==> src/rtl/i2c_responder.sv <==
// ============================================================================
// Module   : i2c_responder
// Brief    : I2C target (7-bit address, no clock stretching) serving a
//            byte-addressed register space through a parallel port.
// Revision : 1.0 - initial release
// ============================================================================
`timescale 1ns/1ps
`default_nettype none

module i2c_responder #(
    parameter logic [6:0] DEV_ADDR = 7'h60,
    parameter int         PTR_W    = 8
) (
    input  logic             clk,
    input  logic             rst_n,
    input  logic             scl_in,
    input  logic             sda_in,
    output logic             sda_oe,
    output logic             wr_en,
    output logic [7:0]       wr_data,
    output logic [PTR_W-1:0] ptr,
    input  logic [7:0]       rd_data,
    output logic             busy,
    output logic             ack_err
);

    typedef enum logic [3:0] {
        S_IDLE      = 4'd0,
        S_ADDR      = 4'd1,
        S_ADDR_ACK  = 4'd2,
        S_PTR       = 4'd3,
        S_PTR_ACK   = 4'd4,
        S_WDATA     = 4'd5,
        S_WDATA_ACK = 4'd6,
        S_RDATA     = 4'd7,
        S_RACK      = 4'd8,
        S_WAIT_STOP = 4'd9
    } state_t;

    localparam logic [PTR_W-1:0] c_ptr_one = PTR_W'(1);

    state_t           r_state;
    logic             r_scl_s1, r_scl_s2, r_scl_d;
    logic             r_sda_s1, r_sda_s2, r_sda_d;
    logic [3:0]       r_bit_cnt;
    logic [7:0]       r_shift;
    logic             r_rw;
    logic             r_sda_oe;
    logic             r_wr_en;
    logic [7:0]       r_wr_data;
    logic [PTR_W-1:0] r_ptr;
    logic             r_inc_pend;
    logic             r_ack_err;
    logic             r_mack;
    logic             r_nack_seen;
    logic             r_extra;

    logic             w_scl_rise, w_scl_fall, w_start, w_stop;
    logic [7:0]       w_byte;

    // START/STOP require SCL high on both the synced and history sample
    assign w_scl_rise = r_scl_s2 & ~r_scl_d;
    assign w_scl_fall = ~r_scl_s2 & r_scl_d;
    assign w_start    = r_scl_s2 & r_scl_d & r_sda_d & ~r_sda_s2;
    assign w_stop     = r_scl_s2 & r_scl_d & ~r_sda_d & r_sda_s2;
    assign w_byte     = {r_shift[6:0], r_sda_s2};

    always_ff @(posedge clk or negedge rst_n) begin
        if (!rst_n) begin
            r_scl_s1    <= 1'b1;
            r_scl_s2    <= 1'b1;
            r_scl_d     <= 1'b1;
            r_sda_s1    <= 1'b1;
            r_sda_s2    <= 1'b1;
            r_sda_d     <= 1'b1;
            r_state     <= S_IDLE;
            r_bit_cnt   <= 4'd0;
            r_shift     <= 8'd0;
            r_rw        <= 1'b0;
            r_sda_oe    <= 1'b0;
            r_wr_en     <= 1'b0;
            r_wr_data   <= 8'd0;
            r_ptr       <= '0;
            r_inc_pend  <= 1'b0;
            r_ack_err   <= 1'b0;
            r_mack      <= 1'b0;
            r_nack_seen <= 1'b0;
            r_extra     <= 1'b0;
        end else begin
            r_scl_s1 <= scl_in;
            r_scl_s2 <= r_scl_s1;
            r_scl_d  <= r_scl_s2;
            r_sda_s1 <= sda_in;
            r_sda_s2 <= r_sda_s1;
            r_sda_d  <= r_sda_s2;
            r_wr_en  <= 1'b0;

            // write strobe carries the pre-increment pointer
            if (r_inc_pend) begin
                r_ptr      <= r_ptr + c_ptr_one;
                r_inc_pend <= 1'b0;
            end

            if (w_start) begin
                r_state     <= S_ADDR;
                r_bit_cnt   <= 4'd0;
                r_sda_oe    <= 1'b0;
                r_ack_err   <= 1'b0;
                r_mack      <= 1'b0;
                r_nack_seen <= 1'b0;
                r_extra     <= 1'b0;
            end else if (w_stop) begin
                r_state   <= S_IDLE;
                r_bit_cnt <= 4'd0;
                r_sda_oe  <= 1'b0;
                r_mack    <= 1'b0;
            end else begin
                case (r_state)
                    S_ADDR, S_PTR, S_WDATA: begin
                        if (w_scl_rise) begin
                            r_shift <= w_byte;
                            if (r_bit_cnt == 4'd7) begin
                                r_bit_cnt <= 4'd0;
                                if (r_state == S_ADDR) begin
                                    r_rw <= w_byte[0];
                                    if (w_byte[7:1] == DEV_ADDR && w_byte[7:1] != 7'd0) begin
                                        r_state <= S_ADDR_ACK;
                                    end else begin
                                        r_state     <= S_WAIT_STOP;
                                        r_nack_seen <= 1'b0;
                                    end
                                end else if (r_state == S_PTR) begin
                                    r_ptr   <= PTR_W'(w_byte);
                                    r_state <= S_PTR_ACK;
                                end else begin
                                    r_wr_data  <= w_byte;
                                    r_wr_en    <= 1'b1;
                                    r_inc_pend <= 1'b1;
                                    r_state    <= S_WDATA_ACK;
                                end
                            end else begin
                                r_bit_cnt <= r_bit_cnt + 4'd1;
                            end
                        end
                    end
                    // first fall drives the ACK, second fall releases it
                    S_ADDR_ACK, S_PTR_ACK, S_WDATA_ACK: begin
                        if (w_scl_fall) begin
                            if (!r_sda_oe) begin
                                r_sda_oe <= 1'b1;
                            end else begin
                                r_sda_oe  <= 1'b0;
                                r_bit_cnt <= 4'd0;
                                if (r_state == S_ADDR_ACK && r_rw) begin
                                    r_shift   <= {rd_data[6:0], 1'b0};
                                    r_sda_oe  <= ~rd_data[7];
                                    r_bit_cnt <= 4'd1;
                                    r_state   <= S_RDATA;
                                end else if (r_state == S_ADDR_ACK) begin
                                    r_state <= S_PTR;
                                end else begin
                                    r_state <= S_WDATA;
                                end
                            end
                        end
                    end
                    S_RDATA: begin
                        if (w_scl_fall) begin
                            if (r_bit_cnt == 4'd8) begin
                                r_sda_oe  <= 1'b0;
                                r_bit_cnt <= 4'd0;
                                r_state   <= S_RACK;
                            end else begin
                                r_sda_oe  <= ~r_shift[7];
                                r_shift   <= {r_shift[6:0], 1'b0};
                                r_bit_cnt <= r_bit_cnt + 4'd1;
                            end
                        end
                    end
                    S_RACK: begin
                        if (w_scl_rise && !r_mack) begin
                            r_ptr <= r_ptr + c_ptr_one;
                            if (!r_sda_s2) begin
                                r_mack <= 1'b1;
                            end else begin
                                r_state     <= S_WAIT_STOP;
                                r_nack_seen <= 1'b1;
                                r_extra     <= 1'b0;
                            end
                        end else if (w_scl_fall && r_mack) begin
                            r_mack    <= 1'b0;
                            r_shift   <= {rd_data[6:0], 1'b0};
                            r_sda_oe  <= ~rd_data[7];
                            r_bit_cnt <= 4'd1;
                            r_state   <= S_RDATA;
                        end
                    end
                    S_WAIT_STOP: begin
                        r_sda_oe <= 1'b0;
                        // one rise is the STOP setup; a second is a protocol error
                        if (w_scl_rise && r_nack_seen) begin
                            if (r_extra) begin
                                r_ack_err <= 1'b1;
                            end else begin
                                r_extra <= 1'b1;
                            end
                        end
                    end
                    default: begin
                        r_sda_oe <= 1'b0;
                    end
                endcase
            end
        end
    end

    assign sda_oe  = r_sda_oe;
    assign wr_en   = r_wr_en;
    assign wr_data = r_wr_data;
    assign ptr     = r_ptr;
    assign busy    = (r_state != S_IDLE) && (r_state != S_WAIT_STOP);
    assign ack_err = r_ack_err;

endmodule

`default_nettype wire

==> config.mk <==
export PLATFORM = sky130hd
export DESIGN_NAME = i2c_responder
export DESIGN_NICKNAME = d
export VERILOG_FILES = /design/src/rtl/i2c_responder.sv
export SDC_FILE = /design/constraint.sdc
export NUM_CORES = 1
export LEC_CHECK = 0
export ABC_AREA = 1
export CORE_ASPECT_RATIO = 0.5
export CORE_MARGIN = 3
export CORE_UTILIZATION = 45
export DETAILED_ROUTE_END_ITERATION = 10
export HOLD_SLACK_MARGIN = 0.1
export PLACE_DENSITY = 0.71
export SYNTH_ARGS = -nofsm -noshare
export SYNTH_HDL_FRONTEND = slang
export SYNTH_SLANG_ARGS = --single-unit
==> constraint.sdc <==
create_clock -name clk -period 5.2 [get_ports clk]
set_clock_uncertainty 0.2 [all_clocks]
set_input_delay 1.04 -clock clk [delete_from_list [all_inputs] [get_ports clk]]
set_output_delay 1.04 -clock clk [all_outputs]
set_load 0.005 [all_outputs]
==> results of run 1 <==
## registers in the layout (all words and copies together) (netlist names), 4 cells and up
signal	count
ptr	8
r_bit_cnt	4
r_shift	8
r_state	4
wr_data	8
## where the power goes
group,switching [mW],internal (mW)
clock network,0.147,0.230
registers,0.0816,0.428
logic,0.631,0.303
## through the flow
step / cells / cell area, um^2
detailed placement: 538 / 3360
floorplan: 426 / 3000
finish: 546 / 3540
global placement: 538 / 3360
global route: 546 / 3540
CTS: 546 / 3540
## placed cells by master, fill, tap and decap left out, drive strengths merged
| master | Yosys | routed |
|---|---|---|
| o21bai | 7 | 7 |
| xor2 | 3 | 3 |
| clkdlybuf4s50 | 0 | 30 |
| o211ai | 6 | 6 |
| nor2 | 52 | 52 |
| bufinv | 0 | 1 |
| and2 | 1 | 1 |
| dfrtp | 39 | 39 |
| nand3b | 1 | 1 |
| xnor2 | 3 | 3 |
| a31oi | 2 | 2 |
| o22ai | 3 | 3 |
| clkbuf | 1 | 5 |
| nand4 | 16 | 16 |
| o21a | 1 | 1 |
| ha | 3 | 3 |
| dfstp | 6 | 6 |
| nand3 | 42 | 42 |
| a21oi | 9 | 9 |
| nand2 | 142 | 142 |
| nor3 | 3 | 3 |
| buf | 6 | 1 |
| inv | 48 | 50 |
| o21ai | 32 | 32 |
## final timing paths
check / cells after the start / from / to / slack (ns)
setup reg to reg: 8 / r_bit_cnt[0]$_DFFE_PN0P_ / ptr[2]$_DFF_PN0_ / 2.99
max in group asynchronous: 1 / rst_n / r_state[0]$_DFFE_PN0P_ / 3.46
min in group asynchronous: 1 / rst_n / ptr[7]$_DFF_PN0_ / 0.71
setup / recovery: 5 / r_state[2]$_DFFE_PN0P_ / busy / 2.21
hold reg to reg: 0 / r_sda_s1$_DFF_PN1_ / r_sda_s2$_DFF_PN1_ / 0.16
hold / removal: 0 / r_sda_s1$_DFF_PN1_ / r_sda_s2$_DFF_PN1_ / 0.16
## final cells by class
cell class | instances | area (um^2) | share of cell area
Clock buffer | 5 | 125 | 0.0354
Clock inverter | 3 | 47.5 | 0.0134
Inverter | 48 | 180 | 0.0510
Multi-Input combinational cell | 326 | 1630 | 0.462
Sequential cell | 45 | 1130 | 0.321
Tap cell | 88 | 110 | 0.0311
Timing Repair Buffer | 31 | 305 | 0.0863
## metal layers
metal / GRT usage / up-vias
met4: 0.0503 / 0
li1: - / 1463
met5: 0 / -
met2: 0.300 / 90
met1: 0.297 / 1367
met3: 0.0628 / 8
## kinds of logic (layout without fill, tap and decap cells)
group           after synthesis  count (layout)  synth area share
compound gates               60              60             0.114
xor+xnor                      6               6            0.0175
fa+ha+maj                     3               3            0.0125
buf+inv                      55              87            0.0772
flops                        45              45             0.378
simple gates                257             257             0.401
==> results.cfg, run 1 <==
[pwr]
pwr_density_cell_nw_per_um2 = 515
leakagePower_nw = 1.70
totalPowerFinal_mw = 1.82
vdd_ir_drop_max_uv = 198

[cts]
cts.clk_slew.worst_paths_ns = 0.07
hold_buffers = 0
clock_path_buffers = 2
numCtsBuffers = 5
clkSinkCount = 45
cts_tree = done
clkLatencyLatePin_ns = 0.30
postCtsSetupRepairBufs = 0
cts-resized-gates = 0
cts.root.buffer_cell = clkbuf_16
htree_levels = 2

[synthesis]
yosys.cell_types.count = 34
synth_cells = 426
yosysTopAreaCell = dfrtp_1
syn_area_um2 = 3000
synthFlopType = dfrtp_1
syn_nets = 441
synth-seq-area-share = 0.378
synthArstFlopShare = 1.00
syn_avg_cell_area_um2 = 7.04
synth_top_area_frac = 0.325
yosysWarnings = 0
synth_edf_count = 0
synth_area_leaders = dfrtp_1 33%, nand2_1 17%, nand3_1 6.5%
synth_common_cells = 135 x nand2_1, 39 x dfrtp_1, 39 x inv_1, 39 x nand3_1, 39 x nor2_1
yosys.cell_count.top_type = nand2_1
ys_seq_elements = 45

[timing]
rsz0062_at_grt = false
worst_slew_pin_slew_ns = 1.01
hold_ws_ns = 0.156
finalHoldViolations = 0
period_minus_slack_ns = 2.99
setup_viol = 0
fin_setup_tns_ns = 0
slew_headroom = 0.329
setup_slack_ns = 2.21
fmax_mhz = 334
drv_slew = 0
finalCritPeriodShare = 0.575

[job]
cap_violations = 0

[final_layout]
layout.nets = 472
layout-drive-gt1-share = 0.105
syn_to_final_growth_pct = 17.9
final_core_util = 0.565
fillers = 614
antenna-diode-count = 0

[floorplanning]
ios = 32
die_w_um = 121
die_area_um2 = 7740
num_rows = 20
die_height_um = 63.7
coreArea_um2 = 6260
start_util = 0.479

[route]
avgViaCountPerCell = 5.36
dr.pass1.iters = 5
drc = 0
wl_met1_um = 3650
vias = 2928
wl_met2_um = 3160
drtAntennaViolNets = 0
finalWirelength_um = 7400
drt_iter0_markers = 313
met3WireLength_um = 536
route.detailed.wl_per_inst_um = 13.6
top_layer = met4

[critical_path]
cpLargestDelayFamily = buffers and inverters
crit_path_start_kind = register
slowest_delay_ns = 0.45
arrival_ns = 1.75
path_class = register to output port
cp-end-kind = output port
crit_fanout = 7
cp_num_buf_inv = 2
cp.required_ns = 3.96
slowest_stage = dfrtp_1
critical_path.cell_chain = inv_2 -> nand2_1 -> nor2_1 -> a21oi_1 -> clkdlybuf4s50_1

[hold_path]
hp-class = register to register

[placed_design]
gp_congestion = 0.956
pre_cts_ws_ns = 2.52
hpwl_um = 5530
io_buffers = 31

[global_routing]
gr-total-overflow = 0
grt_pass1_vias = 2653
grt_max_degree = 46
grt_pass1_wl_um = 12700
grt_use_total = 0.206
antenna_found_initial = 0

[run_status]
status = completed
No activity file was read; power rests on OpenSTA's default activity.
==> run 2, diff against run 1 <==
- clock period: 5.2 -> 3 ns (I/O delays scaled with it)
==> run 2 against run 1 <==
- combinational power increased by 73%
- total power is 70% higher
- hold slack barely moved
- sequential power is 74% higher
- register-to-register slack got worse by 2.1 ns
- critical path type unchanged
==> results.cfg, run 2 (synthesized netlist as in run 1, its figures left out) <==
[cts]
cts.root.buffer_cell = clkbuf_16
cts-resized-gates = 0
htree_levels = 2
hold_buffers = 0
numCtsBuffers = 5
cts.clk_slew.worst_paths_ns = 0.07
clock_path_buffers = 2
postCtsSetupRepairBufs = 0
clkSinkCount = 45
clkLatencyLatePin_ns = 0.30
cts_tree = done

[final_layout]
antenna-diode-count = 0
layout.nets = 473
final_core_util = 0.563
layout-drive-gt1-share = 0.107
final_common_cell = nand2_1
syn_to_final_growth_pct = 17.5
layout_common_cells = 135 x nand2_1, 39 x inv_1, 39 x nor2_1, 39 x nand3_1, 39 x dfrtp_1

[timing]
worst_slew_pin_slew_ns = 0.941
finalCritPeriodShare = 0.859
setup_viol = 0
fin_setup_tns_ns = 0
drv_slew = 0
period_minus_slack_ns = 2.58
fmax_mhz = 388
rsz0062_at_grt = false
finalHoldViolations = 0
slew_headroom = 0.373

[critical_path]
crit_start = r_state[2]$_DFFE_PN0P_
worstReg2RegEnd = r_state[0]$_DFFE_PN0P_
crit_fanout = 7
crit_path_start_kind = register
worstRegToRegCells = 11
r2r_start = r_scl_s2$_DFF_PN1_
cp-end-kind = output port
crit_end = busy
arrival_ns = 1.78
cp.required_ns = 2.20
path_class = register to output port
r2r_setup_slack_ns = 0.89

[route]
dr.pass1.iters = 5
vias = 2894
drc = 0
drtAntennaViolNets = 0
finalWirelength_um = 7450
route.detailed.wl_per_inst_um = 13.6
drt_iter0_markers = 230
avgViaCountPerCell = 5.29

[placed_design]
hpwl_um = 5600
io_buffers = 31
gp_congestion = 0.952

[hold_path]
hp-class = register to register

[global_routing]
grt_pass1_wl_um = 12600
grt_max_degree = 42
grt_use_total = 0.205
gr-total-overflow = 0
grt_pass1_vias = 2616
antenna_found_initial = 0

[floorplanning]
coreArea_um2 = 6260
die_area_um2 = 7740
die_w_um = 121
num_rows = 20
die_height_um = 63.7
start_util = 0.479
ios = 32

[pwr]
leakagePower_nw = 1.70
pwr_density_cell_nw_per_um2 = 878
vdd_ir_drop_max_uv = 294

[job]
cap_violations = 0

[run_status]
status = completed
-- run 2: changes by cell type in the layout (fill, tap and decap cells not counted), sizes merged --
cell	change
buf	+1
bufinv	-1
inv	+1
-- run 2: routing by layer --
| layer | up-vias | global-route usage | wire length [um] | part of all wire |
|---|---|---|---|---|
| met5 | - | 0 | 0 | 0 |
| met4 | 0 | 0.0698 | 158 | 0.021 |
| met3 | 16 | 0.0430 | 480 | 0.064 |
| met2 | 100 | 0.300 | 3040 | 0.41 |
| met1 | 1312 | 0.299 | 3770 | 0.51 |
| li1 | 1466 | - | - | - |
-- run 2: worst min path at each step --
stage	from	end	slack [ns]	cells after the start
2_1_floorplan	rst_n	ack_err$_DFFE_PN0P_	0.10	0
3_3_place_gp	r_sda_s1$_DFF_PN1_	r_sda_s2$_DFF_PN1_	0.15	0
3_5_place_dp	r_sda_s1$_DFF_PN1_	r_sda_s2$_DFF_PN1_	0.15	0
4_1_cts	r_sda_s1$_DFF_PN1_	r_sda_s2$_DFF_PN1_	0.16	0
5_1_grt	r_scl_s1$_DFF_PN1_	r_scl_s2$_DFF_PN1_	0.16	0
6_report	r_sda_s1$_DFF_PN1_	r_sda_s2$_DFF_PN1_	0.16	0
-- run 2: cell type report --
cell class	count	area, um^2
Fill cell	587	2730
Clock buffer	5	125
Sequential cell	45	1130
Clock inverter	3	28.8
Inverter	48	180
Multi-Input combinational cell	326	1630
Tap cell	88	110
Timing Repair Buffer	32	313
-- run 2: per-stage QoR --
step / worst slack (ns) / hold slack [ns] / std cells / total power [mW] / cell area, um^2
CTS: 0.431 / 0.157 / 547 / 3.09 / 3520
global placement: 0.795 / 0.146 / 539 / 2.48 / 3370
finish: 0.423 / 0.156 / 547 / 3.09 / 3520
global route: 0.233 / 0.160 / 547 / 3.37 / 3520
detailed placement: 0.758 / 0.147 / 539 / 2.49 / 3370
floorplan: 1.21 / 0.104 / 426 / 2.09 / 3000
-- run 2: worst max-delay path: stages (launching register included) --
cell,delay (ns)
dfrtp_1,0.46
inv_2,0.12
nand2_1,0.10
nor2_1,0.28
a21oi_1,0.07
clkdlybuf4s50_1,0.45
-- run 2: report_power, final --
| part | switching, mW | internal (mW) | total, mW |
|---|---|---|---|
| clock | 0.266 | 0.321 | 0.587 |
| combinational | 1.09 | 0.525 | 1.62 |
| sequential | 0.146 | 0.741 | 0.887 |
==> run 3, diff against run 2 <==
- ABC_AREA: 1 -> 0
- GPL_TIMING_DRIVEN: unset -> 0
- SETUP_SLACK_MARGIN: unset -> 0.2
==> run 3 against run 2 <==
- wire length shrank 7.3%
- die area shrank 8.5%
- sequential power grew 8.6%
- synthesized area shrank 9.1%
- critical path depth is the same
- via count shrank 20%
- synthesized cell count shrank 37%
- clock power shrank 2%
- critical endpoint unchanged
==> results.cfg, run 3 <==
[final_layout]
layout-drive-gt1-share = 0.196
layout_common_cells = 39 x dfrtp_1, 30 x clkdlybuf4s50_1, 22 x mux2_2, 17 x nor2_1
antenna-diode-count = 0
final_common_cell = dfrtp_1
syn_to_final_growth_pct = 21.7
layout.nets = 325

[cts]
numCtsBuffers = 5
cts.clk_slew.worst_paths_ns = 0.07
cts.root.buffer_cell = clkbuf_16
htree_levels = 2
clkLatencyLatePin_ns = 0.29
postCtsSetupRepairBufs = 0
clock_path_buffers = 2
clkSinkCount = 45
cts_tree = done

[placed_design]
io_buffers = 31
hpwl_um = 4960
pre_cts_ws_ns = 0.420
gp_congestion = 0.946

[route]
drtAntennaViolNets = 0
route.detailed.wl_per_inst_um = 18.0
drt_iter0_markers = 185
vias = 2324
finalWirelength_um = 6900
avgViaCountPerCell = 6.05
dr.pass1.iters = 4
drc = 0

[synthesis]
synth_edf_count = 0
ys_seq_elements = 45
synth_common_cells = 39 x dfrtp_1, 22 x mux2_2, 17 x nor2_1
synth_area_leaders = dfrtp_1 36%, mux2_2 9.1%, dfstp_2 5.8%
syn_nets = 285
synth_cells = 270
synthArstFlopShare = 1.00
synthFlopType = dfrtp_1
synth-seq-area-share = 0.416
syn_avg_cell_area_um2 = 10.1
yosys.cell_types.count = 60
yosysWarnings = 0
syn_area_um2 = 2730
synth_top_area_frac = 0.358
yosys.cell_count.top_type = dfrtp_1
yosysTopAreaCell = dfrtp_1

[critical_path]
arrival_ns = 1.88
crit_path_start_kind = register
critical_path.cell_chain = nor2b_1 -> clkbuf_1 -> nor2_1 -> o21ai_1 -> clkdlybuf4s50_1
path_class = register to output port
cp-end-kind = output port
slowest_delay_ns = 0.52
slowest_stage = clkdlybuf4s50_1
crit_fanout = 8
cp.required_ns = 2.20

[timing]
finalHoldViolations = 0
finalCritPeriodShare = 0.893
drv_slew = 0
rsz0062_at_grt = false
period_minus_slack_ns = 2.68
slew_headroom = 0.440
hold_ws_ns = 0.157
fmax_mhz = 373
setup_viol = 0
setup_slack_ns = 0.321
worst_slew_pin_slew_ns = 0.838

[global_routing]
grt_max_degree = 42
gr-total-overflow = 0
grt_pass1_vias = 2329
antenna_found_initial = 0
grt_use_total = 0.212
grt_pass1_wl_um = 11700

[floorplanning]
ios = 32
die_height_um = 61.0
start_util = 0.482
num_rows = 19
die_w_um = 116
die_area_um2 = 7090
coreArea_um2 = 5660

[hold_path]
hp-class = register to register

[run_status]
status = completed

[pwr]
leakagePower_nw = 1.35
vdd_ir_drop_max_uv = 354
totalPowerFinal_mw = 3.05
pwr_density_cell_nw_per_um2 = 918

[job]
cap_violations = 0
==> run 3: power by group <==
group | total, mW | switching (mW) | internal (mW)
registers | 0.963 | 0.189 | 0.774
clock network | 0.577 | 0.241 | 0.336
logic | 1.51 | 0.776 | 0.730
==> run 3: layout make-up <==
type | count | area, um^2
Clock inverter | 2 | 17.5
Multi-Input combinational cell | 197 | 1470
Inverter | 12 | 45.0
Fill cell | 493 | 2340
Buffer | 16 | 87.6
Sequential cell | 45 | 1130
Tap cell | 73 | 91.3
Timing Repair Buffer | 33 | 335
Clock buffer | 6 | 139
==> run 3: cell families (layout without fill, tap and decap cells) <==
family          after synthesis  after routing  synth area share
simple gates                 89             89             0.189
compound gates               71             71             0.197
flops                        45             45             0.416
mux                          31             31             0.129
buf+inv                      28             69            0.0459
fa+ha+maj                     3              3            0.0138
xor+xnor                      3              3           0.00964
==> run 3: worst paths after layout <==
check                                            start                       end  slack [ns]  cells past startpoint
worst max-delay path            r_state[0]$_DFFE_PN0P_                      busy        0.32                      5
worst min-delay path                r_scl_s1$_DFF_PN1_        r_scl_s2$_DFF_PN1_        0.16                      0
worst max register to register  r_state[2]$_DFFE_PN0P_    r_state[0]$_DFFE_PN0P_        0.50                      5
worst min register to register      r_scl_s1$_DFF_PN1_        r_scl_s2$_DFF_PN1_        0.16                      0
max in group asynchronous                        rst_n        r_scl_s2$_DFF_PN1_        1.62                      3
min in group asynchronous                        rst_n  r_bit_cnt[2]$_DFFE_PN0P_        0.48                      2
==> run 3: layer usage <==
metal | vias up | share of wire | GRT usage | routed length [um]
met4 | 0 | 0.0052 | 0.0430 | 36
met3 | 5 | 0.062 | 0.0343 | 427
met5 | - | 0 | 0 | 0
met2 | 69 | 0.46 | 0.348 | 3150
li1 | 1087 | - | - | -
met1 | 1163 | 0.48 | 0.304 | 3290
==> run 3: worst max-delay path: cells and delay by family (launching register included) <==
family                 cells  cell delay (ns)
AOI/OAI and AO/OA          1             0.09
DFF                        1             0.40
and+or+nand+nor            2             0.22
buffers and inverters      2             0.88
==> run 3: metrics by stage <==
step                      instance area [um^2]  TNS [ns]  utilization  std cells
after floorplan                           2730         0            -        270
after global routing                      3320         0        0.586        384
after global placement                    3130     -2.58        0.553        374
final                                     3320         0        0.586        384
after detailed placement                  3140         0        0.556        375
after CTS                                 3310         0        0.585        384
==> run 3: repair_timing <==
item / 4_1_cts / 5_1_grt
setup endpoints to repair: 1 / 1
gates resized for setup: 1 / 6
gates cloned: 0 / 0
endpoints found under the hold margin: 4 / 0
hold buffers: 1 / 0
